**src/rtl/tta_pkg.sv**
```systemverilog
// Shared definitions for the transport-triggered core: instruction field
// positions, FSM encoding and default geometry.
package tta_pkg;

  localparam int DEF_DW    = 24;
  localparam int DEF_NREG  = 32;
  localparam int DEF_NUNIT = 16;
  localparam int DEF_IAW   = 24;

  localparam int IW       = 24;
  localparam int OP_BIT   = 23;
  localparam int COND_BIT = 22;
  localparam int HL_BIT   = 21;
  localparam int DST_HI   = 18;
  localparam int DST_LO   = 12;
  localparam int SRC_HI   = 11;
  localparam int SRC_LO   = 5;
  localparam int LIT_HI   = 11;
  localparam int LIT_LO   = 0;

  typedef enum logic [1:0] {
    ST_FETCH   = 2'b00,
    ST_DECODE  = 2'b01,
    ST_EXECUTE = 2'b10
  } state_e;

  // Unit index width; never zero so a single-unit build still has a port.
  function automatic int uw_of(input int n);
    return (n > 1) ? $clog2(n) : 1;
  endfunction

endpackage

```
**src/rtl/tta_core_p_if.sv**
```systemverilog
// Instruction fetch and unit-port bus of the core; master is the core side.
interface tta_core_p_if
  import tta_pkg::*;
#(
  parameter int DW    = DEF_DW,
  parameter int NUNIT = DEF_NUNIT,
  parameter int IAW   = DEF_IAW
);
  localparam int UW = uw_of(NUNIT);

  logic [IAW-1:0] iaddr;
  logic           ivalid;
  logic [IW-1:0]  idata;
  logic           u_wr_en;
  logic [UW-1:0]  u_wr_addr;
  logic [DW-1:0]  u_wr_data;
  logic [UW-1:0]  u_rd_addr;
  logic [DW-1:0]  u_rd_data;
  logic           cmp_true;
  logic           bad_port;

  modport master (
    output iaddr, u_wr_en, u_wr_addr, u_wr_data, u_rd_addr, bad_port,
    input  ivalid, idata, u_rd_data, cmp_true
  );

  modport slave (
    input  iaddr, u_wr_en, u_wr_addr, u_wr_data, u_rd_addr, bad_port,
    output ivalid, idata, u_rd_data, cmp_true
  );
endinterface

```
**src/rtl/tta_regfile.sv**
```systemverilog
// Bus-attached register file: R0 hardwired to zero, top register is the PC.
module tta_regfile #(
  parameter int DW   = 24,
  parameter int NREG = 32,
  parameter int PW   = $clog2(NREG)
) (
  input  logic          clk,
  input  logic          rst,
  input  logic          we_i,
  input  logic [PW-1:0] waddr_i,
  input  logic [DW-1:0] wdata_i,
  input  logic [PW-1:0] raddr_i,
  output logic [DW-1:0] rdata_o,
  output logic [DW-1:0] pc_o
);

  logic [DW-1:0] mem_q [NREG];

  always_ff @(posedge clk or negedge rst) begin
    if (!rst) begin
      for (int i = 0; i < NREG; i++) mem_q[i] <= '0;
    end else if (we_i && (waddr_i != '0)) begin
      mem_q[waddr_i] <= wdata_i;
    end
  end

  assign rdata_o = (raddr_i == '0) ? '0 : mem_q[raddr_i];
  assign pc_o    = mem_q[NREG-1];

endmodule

```
**src/rtl/tta_core_p.sv**
```systemverilog
// Three-cycle fetch/decode/execute move machine; one move per instruction,
// between registers, unit ports, or from an immediate literal.
module tta_core_p
  import tta_pkg::*;
#(
  parameter int DW    = DEF_DW,
  parameter int NREG  = DEF_NREG,
  parameter int NUNIT = DEF_NUNIT,
  parameter int IAW   = DEF_IAW
) (
  input  logic         clk,
  input  logic         rst,
  tta_core_p_if.master bus
);

  localparam int PW = $clog2(NREG);
  localparam int UW = uw_of(NUNIT);
  localparam logic [6:0] P_NREG = 7'(NREG);
  localparam logic [6:0] P_UEND = 7'(NREG + NUNIT);

  state_e         state_q;
  logic [IW-1:0]  ir_q;
  logic [IAW-1:0] iaddr_q;

  logic        op, cnd, hl, is_exe, is_fetch, commit;
  logic [6:0]  dst, src;
  logic [11:0] lit;
  logic        dst_reg, dst_unit, dst_bad, src_reg, src_unit, src_bad;

  logic          rf_we;
  logic [PW-1:0] rf_waddr, rf_raddr;
  logic [DW-1:0] rf_wdata, rf_rdata, rf_pc, base, mv_data;

  assign op  = ir_q[OP_BIT];
  assign cnd = ir_q[COND_BIT];
  assign hl  = ir_q[HL_BIT];
  assign dst = ir_q[DST_HI:DST_LO];
  assign src = ir_q[SRC_HI:SRC_LO];
  assign lit = ir_q[LIT_HI:LIT_LO];

  assign is_exe   = (state_q == ST_EXECUTE);
  assign is_fetch = (state_q == ST_FETCH);
  assign commit   = !cnd || bus.cmp_true;

  assign dst_reg  = (dst < P_NREG);
  assign dst_unit = !dst_reg && (dst < P_UEND);
  assign dst_bad  = !dst_reg && !dst_unit;
  assign src_reg  = (src < P_NREG);
  assign src_unit = !src_reg && (src < P_UEND);
  assign src_bad  = !src_reg && !src_unit;

  // The single read port serves the source of a move, or the destination
  // of an immediate when its low bits must be preserved.
  assign rf_raddr = op ? PW'(dst) : PW'(src);
  assign base     = dst_reg ? rf_rdata : '0;

  always_comb begin
    mv_data = '0;
    if (op) begin
      if (hl) mv_data = {lit, base[DW-13:0]};
      else    mv_data = DW'(lit);
    end else if (src_reg) begin
      mv_data = rf_rdata;
    end else if (src_unit) begin
      mv_data = bus.u_rd_data;
    end
  end

  // FETCH and EXECUTE never overlap, so the PC increment shares the write port.
  assign rf_we    = is_fetch || (is_exe && commit && dst_reg);
  assign rf_waddr = is_fetch ? PW'(NREG - 1) : PW'(dst);
  assign rf_wdata = is_fetch ? rf_pc + DW'(1) : mv_data;

  tta_regfile #(.DW(DW), .NREG(NREG), .PW(PW)) u_rf (
    .clk     (clk),
    .rst     (rst),
    .we_i    (rf_we),
    .waddr_i (rf_waddr),
    .wdata_i (rf_wdata),
    .raddr_i (rf_raddr),
    .rdata_o (rf_rdata),
    .pc_o    (rf_pc)
  );

  always_ff @(posedge clk or negedge rst) begin
    if (!rst) begin
      state_q <= ST_FETCH;
      ir_q    <= '0;
      iaddr_q <= '0;
    end else begin
      case (state_q)
        ST_FETCH: begin
          iaddr_q <= IAW'(rf_pc);
          state_q <= ST_DECODE;
        end
        ST_DECODE: begin
          if (bus.ivalid) begin
            ir_q    <= bus.idata;
            state_q <= ST_EXECUTE;
          end
        end
        ST_EXECUTE: state_q <= ST_FETCH;
        default:    state_q <= ST_FETCH;
      endcase
    end
  end

  assign bus.iaddr     = iaddr_q;
  assign bus.u_wr_en   = is_exe && commit && dst_unit;
  assign bus.u_wr_addr = is_exe ? UW'(dst - P_NREG) : '0;
  assign bus.u_wr_data = is_exe ? mv_data : '0;
  assign bus.u_rd_addr = (is_exe && !op && src_unit) ? UW'(src - P_NREG) : '0;
  assign bus.bad_port  = is_exe && (dst_bad || (!op && src_bad));

endmodule

```
**src/flat_wrapper.sv**
```systemverilog
// flat-port wrapper written by rule: the top's interface ports become plain ports
module tta_core_p_flat import tta_pkg::*;
#(
  parameter int DW    = DEF_DW,
  parameter int NREG  = DEF_NREG,
  parameter int NUNIT = DEF_NUNIT,
  parameter int IAW   = DEF_IAW
)
  (clk, rst, bus_iaddr, bus_u_wr_en, bus_u_wr_addr, bus_u_wr_data, bus_u_rd_addr, bus_bad_port, bus_ivalid, bus_idata, bus_u_rd_data, bus_cmp_true);
  tta_core_p_if #(.DW(DW), .NUNIT(NUNIT), .IAW(IAW)) bus_i ();
  input  logic clk;
  input  logic rst;
  output wire logic [$bits(bus_i.iaddr)-1:0] bus_iaddr;
  output wire logic [$bits(bus_i.u_wr_en)-1:0] bus_u_wr_en;
  output wire logic [$bits(bus_i.u_wr_addr)-1:0] bus_u_wr_addr;
  output wire logic [$bits(bus_i.u_wr_data)-1:0] bus_u_wr_data;
  output wire logic [$bits(bus_i.u_rd_addr)-1:0] bus_u_rd_addr;
  output wire logic [$bits(bus_i.bad_port)-1:0] bus_bad_port;
  input wire logic [$bits(bus_i.ivalid)-1:0] bus_ivalid;
  input wire logic [$bits(bus_i.idata)-1:0] bus_idata;
  input wire logic [$bits(bus_i.u_rd_data)-1:0] bus_u_rd_data;
  input wire logic [$bits(bus_i.cmp_true)-1:0] bus_cmp_true;
  assign bus_iaddr = bus_i.iaddr;
  assign bus_u_wr_en = bus_i.u_wr_en;
  assign bus_u_wr_addr = bus_i.u_wr_addr;
  assign bus_u_wr_data = bus_i.u_wr_data;
  assign bus_u_rd_addr = bus_i.u_rd_addr;
  assign bus_bad_port = bus_i.bad_port;
  assign bus_i.ivalid = bus_ivalid;
  assign bus_i.idata = bus_idata;
  assign bus_i.u_rd_data = bus_u_rd_data;
  assign bus_i.cmp_true = bus_cmp_true;
  tta_core_p #(.DW(DW), .NREG(NREG), .NUNIT(NUNIT), .IAW(IAW)) u_core (.clk(clk), .rst(rst), .bus(bus_i));
endmodule
```
**config.mk**
```make
export PLATFORM = sky130hd
export DESIGN_NAME = tta_core_p_flat
export DESIGN_NICKNAME = d
export VERILOG_FILES = /design/src/rtl/tta_pkg.sv /design/src/rtl/tta_core_p_if.sv /design/src/rtl/tta_regfile.sv /design/src/rtl/tta_core_p.sv /design/src/flat_wrapper.sv
export SDC_FILE = /design/constraint.sdc
export NUM_CORES = 2
export LEC_CHECK = 0
export CAP_MARGIN = 0
export CORE_MARGIN = 2
export CORE_UTILIZATION = 30
export DETAILED_ROUTE_END_ITERATION = 8
export SLEW_MARGIN = 20
export SYNTH_ARGS = -nofsm -noshare
export SYNTH_HDL_FRONTEND = slang
export SYNTH_SLANG_ARGS = --single-unit
```
**constraint.sdc**
```tcl
create_clock -name clk -period 5.7 [get_ports clk]
set_input_delay 1.71 -clock clk [delete_from_list [all_inputs] [get_ports clk]]
set_output_delay 1.71 -clock clk [all_outputs]
set_load 0.05 [all_outputs]
```
# Word level (Yosys, flattened, before mapping)
# Cells that the tools add are included.
# totals
reg_bits	818
latch_bits	0
mem_bits_rw	0
rom_bits	0
in_bits	52
output_inout_bits	58
elab_cells	96
n_memories	0
# classes
addsub	3
multipliers	0
div_mod_pow	0
order_cmp	7
n_eq_ne	3
n_shift	0
n_mux	20
n_bitwise	2
reduce_logical	26
# ops
operator	n
768-bit bitwise mux	1
24-bit two-way mux	10
24-bit binary-select mux with 5-bit select	1
24-bit demux with 5-bit select	1
7-bit by 6-bit < comparator with 1-bit output (second input constant)	4
24-bit by 1-bit adder with 24-bit output (second input constant)	1
1-bit logical AND	13
6-bit greater-or-equal comparator (second input constant)	2
12-bit two-way mux	1
5-bit NOT with 6-bit output	2
5-bit two-way mux	2
4-bit two-way mux	2
4-bit by 1-bit subtractor with 4-bit output (second input constant)	2
1-bit zero test	6
6-bit by 1-bit < comparator with 1-bit output (second input constant)	1
5-bit zero test	1
5-bit nonzero test	1
2-bit one-hot mux with 2 select lines	1
1-bit logical OR	3
2-bit by 1-bit == test with 1-bit output (second input constant)	1
2-bit == test (second input constant)	1
2-bit zero test	1
2-bit two-way mux	1
2-bit != test (second input constant)	1
2-bit AND reduction	1

# Longest topological paths before layout
# depth
ltp_word	11
ltp_mapped	16
mapped_depth_nobuf	9

# Cells and area by module
# Synthesis repeated with hierarchy kept, for this count alone.
# hier_totals
cells_unflattened	2669
area_unflattened_um2	38644.6
# by_module_without_submodules
mod	n_inst	cells_each	area_per_inst_um2	seq_area_each_um2
tta_regfile	1	2252	35412.7	19218.4
tta_core_p	1	417	3231.8	1201.2

# Least setup slack after synthesis
# No wires, ideal clock.
# synth_timing
path_kind	register -> output
from	register u_core.ir_q[23]
to	output bus_u_wr_data[18]
arrival_ps	3482
required_time_ps	3990
slack_ps	508
path_stages_with_launch	13
n_path_buf	6
path_cell_list	dfrtp_1 buf_4 buf_6 buf_6 buf_2 buf_2 buf_1 a211oi_1 o41ai_1 o2111ai_1 a31oi_1 nor3_1 nor3b_1
# synth_via
elab_chain_len	9
word_cells_on_any_way	10
cone_classes	8 x mux; 1 x bitwise; 1 x reduce/logical
# synth_lines
element	line	rtl
start, declared	tta_core_p.sv:22	logic [IW-1:0] ir_q;
start signal, assigned	tta_core_p.sv:98	ir_q <= bus.idata;
5-bit two-way mux	tta_core_p.sv:54	assign rf_raddr = op ? PW'(dst) : PW'(src);
5-bit NOT with 6-bit output (implied by the code)	tta_regfile.sv:27	assign rdata_o = (raddr_i == '0) ? '0 : mem_q[raddr_i];
24-bit binary-select mux with 5-bit select	tta_regfile.sv:27	
24-bit two-way mux (implied by the code) (2 in a row)	tta_regfile.sv:27	
24-bit two-way mux	tta_regfile.sv:27	
24-bit two-way mux	tta_core_p.sv:62	end else if (src_reg) begin
24-bit two-way mux *	tta_core_p.sv:59	if (op) begin
24-bit two-way mux *	tta_core_p.sv:111	assign bus.u_wr_data = is_exe ? mv_data : '0;
end, declared	flat_wrapper.sv:16	output wire logic [$bits(bus_i.u_wr_data)-1:0] bus_u_wr_data;
# Mark *: on every way between the ends. The rest lies on a longest branch, timed or not. The select of a mux whose other input is x is not followed.

# Final worst setup path
# Same ends and word-level chain as after synthesis.

==> results.py <==
metrics = {
    "power": {
        "seq_power_share": 0.289,
        "power.total_w": 0.02761,
        "p_leak_nw": 21.44,
        "vdd_drop_max_v": 0.0002673,
        "p_switching_w": 0.01253,
        "p_per_area_nw_per_um2": 540.4,
        "pwr-share-comb": 0.480,
        "power.share.clock": 0.230,
        "power.internal_w": 0.01508,
        "swShare": 0.4538,
    },
    "timing": {
        "fin_crit_sh": 1.000,
        "rsz0062_at_grt": "true",
        "finalHoldViolations": 0,
        "worst_pin_slew_ns": 1.186,
        "slew_headroom": 0.2074,
        "fmax_mhz": 175.4,
        "finClkSkew_ns": 0.03992,
        "setup_viol": 1,
        "fin_ws_ns": -0.002846,
        "drv_slew": 0,
        "layout_min_cycle_time_ns": 5.703,
    },
    "global_routing": {
        "antenna_found_initial": 11,
        "grt_pass1_wl_um": 260300,
        "grt_use_total": 0.2394,
        "gr-total-overflow": 0,
        "grt_max_degree": 101,
        "grt_pass1_vias": 37620,
    },
    "cells_and_area": {
        "final_common_cell": "nand2_1",
        "drive_above_1_share": 0.1410,
        "syn_to_final_growth_pct": 20.35,
        "final_cell_mix": "nand2_1 (849), dfrtp_1 (810), o21ai_0 (626)",
        "nNetsFinal": 5042,
        "n_antenna_cell": 0,
    },
    "setup_path": {
        "worstSetupPathType": "reg2out",
        "worst_setup_path_end_kind": "output port",
        "crit_top_cell": "buf_4",
        "crit_required_ns": 3.99,
        "slowest_stage": "dfrtp_4",
        "cp_cell_sequence": "buf_6, inv_16, buf_16, buf_4, a211oi_1, o41ai_1, o2111ai_1, a31oi_1, buf_4, nor3_1, nor3b_2, buf_4, buf_12",
        "r2r_slack_ns": 1.43,
        "crit_arrival_ns": 3.99,
        "cp-start-kind": "flip-flop",
        "critPathMaxFanout": 40,
        "slowest_delay_ns": 0.57,
        "r2r_cells": 11,
    },
    "floorplanning": {
        "core_um2": 141100,
        "design.portCount": 110,
        "die_w_um": 380.2,
        "rows": 138,
        "die_y_um": 380.2,
        "initial_core_util": 0.3009,
        "dieArea_um2": 144500,
    },
    "logic_synthesis": {
        "yosysWarnings": 0,
        "syn_avg_cell_area_um2": 8.620,
        "async_flop_share": 1.000,
        "ys_ff_latch": 816,
        "syn_nets": 4977,
        "synthFlopType": "dfrtp_1",
        "syn_area_um2": 42450,
        "synth_edf_count": 0,
        "yosysSeqAreaShare": 0.4811,
        "syn_inst": 4924,
        "yosysUniqueCellTypes": 79,
    },
    "flow_run": {
        "cap_violations": 0,
    },
    "drt": {
        "routedWlPerCell_um": 25.71,
        "drc": 0,
        "detail_route.vias_per_cell": 5.817,
        "drt_wl_total_um": 178700,
        "ant_nets": 0,
        "vias": 40450,
        "drt_iter0_drc": 5393,
        "dr.pass1.iters": 7,
    },
    "clock_network": {
        "clkTransAtPathRegs_ns": 0.06,
        "cts-root-buf": "clkbuf_16",
        "cts_tree": "done",
        "ctsHoldBuffers": 0,
        "clockBufferDepth": 3,
        "cts_sinks": 816,
        "worstSkewPairLatency_ns": 0.72,
        "htree_num_levels": 3,
        "cts-buffers-inserted": 89,
    },
    "status": {
        "status": "finished with violations",
        "violations": "negative setup slack",
    },
    "placed_design": {
        "pre_cts_ws_ns": 0.03559,
        "gp_congestion": 0.9490,
        "dpl.hpwl_um": 116200,
        "portBuffers": 107,
    },
    "min_path": {
        "hold_class": "reg2reg",
        "holdPathStages": 0,
    },
}
==> power by group through the flow <==
stage / Combinational [W] / Sequential, W / Clock [W]
global placement: 0.0121 / 0.00804 / 0
detailed placement: 0.0123 / 0.00807 / 0
global route: 0.0139 / 0.00811 / 0.00666
floorplan: 0.00694 / 0.00787 / 0
CTS: 0.0126 / 0.00795 / 0.00642
finish: 0.0133 / 0.00799 / 0.00636
==> synth_stat cells, types with 31 or more instances <==
cell / number / area (um^2)
nand2_1: 853 / 3202
dfrtp_1: 816 / 20420
o21ai_0: 632 / 3163
a21oi_1: 459 / 2297
nor2_1: 386 / 1449
clkbuf_1: 306 / 1149
a211oi_1: 191 / 1434
a211o_1: 135 / 1182
buf_2: 112 / 560.5
nand2b_1: 85 / 531.8
mux2_2: 82 / 923.4
a31oi_1: 72 / 450.4
a22oi_1: 56 / 420.4
o21bai_1: 45 / 337.8
o22ai_1: 45 / 281.5
nand3_1: 41 / 205.2
buf_1: 40 / 150.1
a21o_1: 36 / 270.3
a41oi_1: 36 / 315.3
nor3_1: 33 / 165.2
inv_1: 31 / 116.4
o211ai_1: 31 / 232.7
==> critical path: cells and delay by family, from the launching register on <==
family | cells | cell delay (ns)
buffers and inverters | 7 | 1.39
AND/OR/NAND/NOR | 2 | 0.35
flip-flops | 1 | 0.57
AO/OA/AOI/OAI | 4 | 0.91
==> kinds of logic (layout without fill, tap and decap cells) <==
family / count (synthesis) / after routing / synth area share
adders and majority gates: 1 / 1 / 0.0002947
muxes: 87 / 88 / 0.02293
xor gates and xnor gates: 5 / 5 / 0.001032
AOI/OAI and AO/OA: 1954 / 1954 / 0.2892
buffers and inverters: 528 / 665 / 0.05318
and+or+nand+nor: 1533 / 1534 / 0.1523
DFF: 816 / 816 / 0.4811
==> registers in the layout, summed over array words and instances, names as in the netlist <==
name               count
u_core.state_q         2
u_core.u_rf.mem_q    744
u_core.bus.iaddr      24
u_core.ir_q           22
u_core.u_rf.pc_o      24
==> stage by stage <==
| stage | util | area [um^2] | cells | hold WS [ns] | setup TNS, ns |
|---|---|---|---|---|---|
| final | 0.3621 | 51090 | 6953 | 0.3819 | -0.002846 |
| after floorplan | - | 42450 | 4924 | 0.4297 | 0 |
| after global placement | 0.3340 | 47120 | 6752 | 0.3659 | 0 |
| after CTS | 0.3593 | 50680 | 6932 | 0.3800 | 0 |
| after detailed placement | 0.3340 | 47120 | 6752 | 0.3659 | 0 |
| after global routing | 0.3621 | 51090 | 6953 | 0.3831 | -0.2346 |
==> routing by layer <==
layer  share of wire  global-route usage  up-vias  wire length, um
met5         0.00016                   0        -               29
met4           0.046              0.1022        4             8274
met3            0.11             0.06302      424            20000
met2            0.42              0.3484     2255            75470
met1            0.42              0.3339    19880            74970
li1                -                   -    17890                -
==> worst paths after layout <==
| kind | start | to |
|---|---|---|
| setup / recovery | u_core.ir_q[23] | bus_u_wr_data[18] |
| hold / removal | u_core.u_rf.mem_q[744] | u_core.u_rf.mem_q[744] |
| setup reg to reg | u_core.ir_q[8] | u_core.u_rf.mem_q[497] |
| hold reg to reg | u_core.u_rf.mem_q[744] | u_core.u_rf.mem_q[744] |
| max in group asynchronous | rst | u_core.ir_q[6] |
| min in group asynchronous | rst | u_core.u_rf.mem_q[722] |
==> final cells by class <==
| cell class | instances | area [um^2] |
|---|---|---|
| flip-flops and latches | 816 | 20440 |
| fillers | 14330 | 89980 |
| clock buffers | 130 | 2634 |
| well taps | 1890 | 2365 |
| repair inverters | 1 | 8.758 |
| inverters | 39 | 226.5 |
| multi-input cells | 3582 | 20260 |
| repair buffers | 460 | 4614 |
| clock inverters | 35 | 541.8 |
==> what timing repair did <==
item	in CTS	in global routing
pin swaps	1	6
cloned	3	3
endpoints found under the setup margin	22	21
endpoints found under the hold margin	0	0
buffers inserted	12	18
gates resized for setup	49	37
Note: power is estimated with default switching activity, not from simulation.
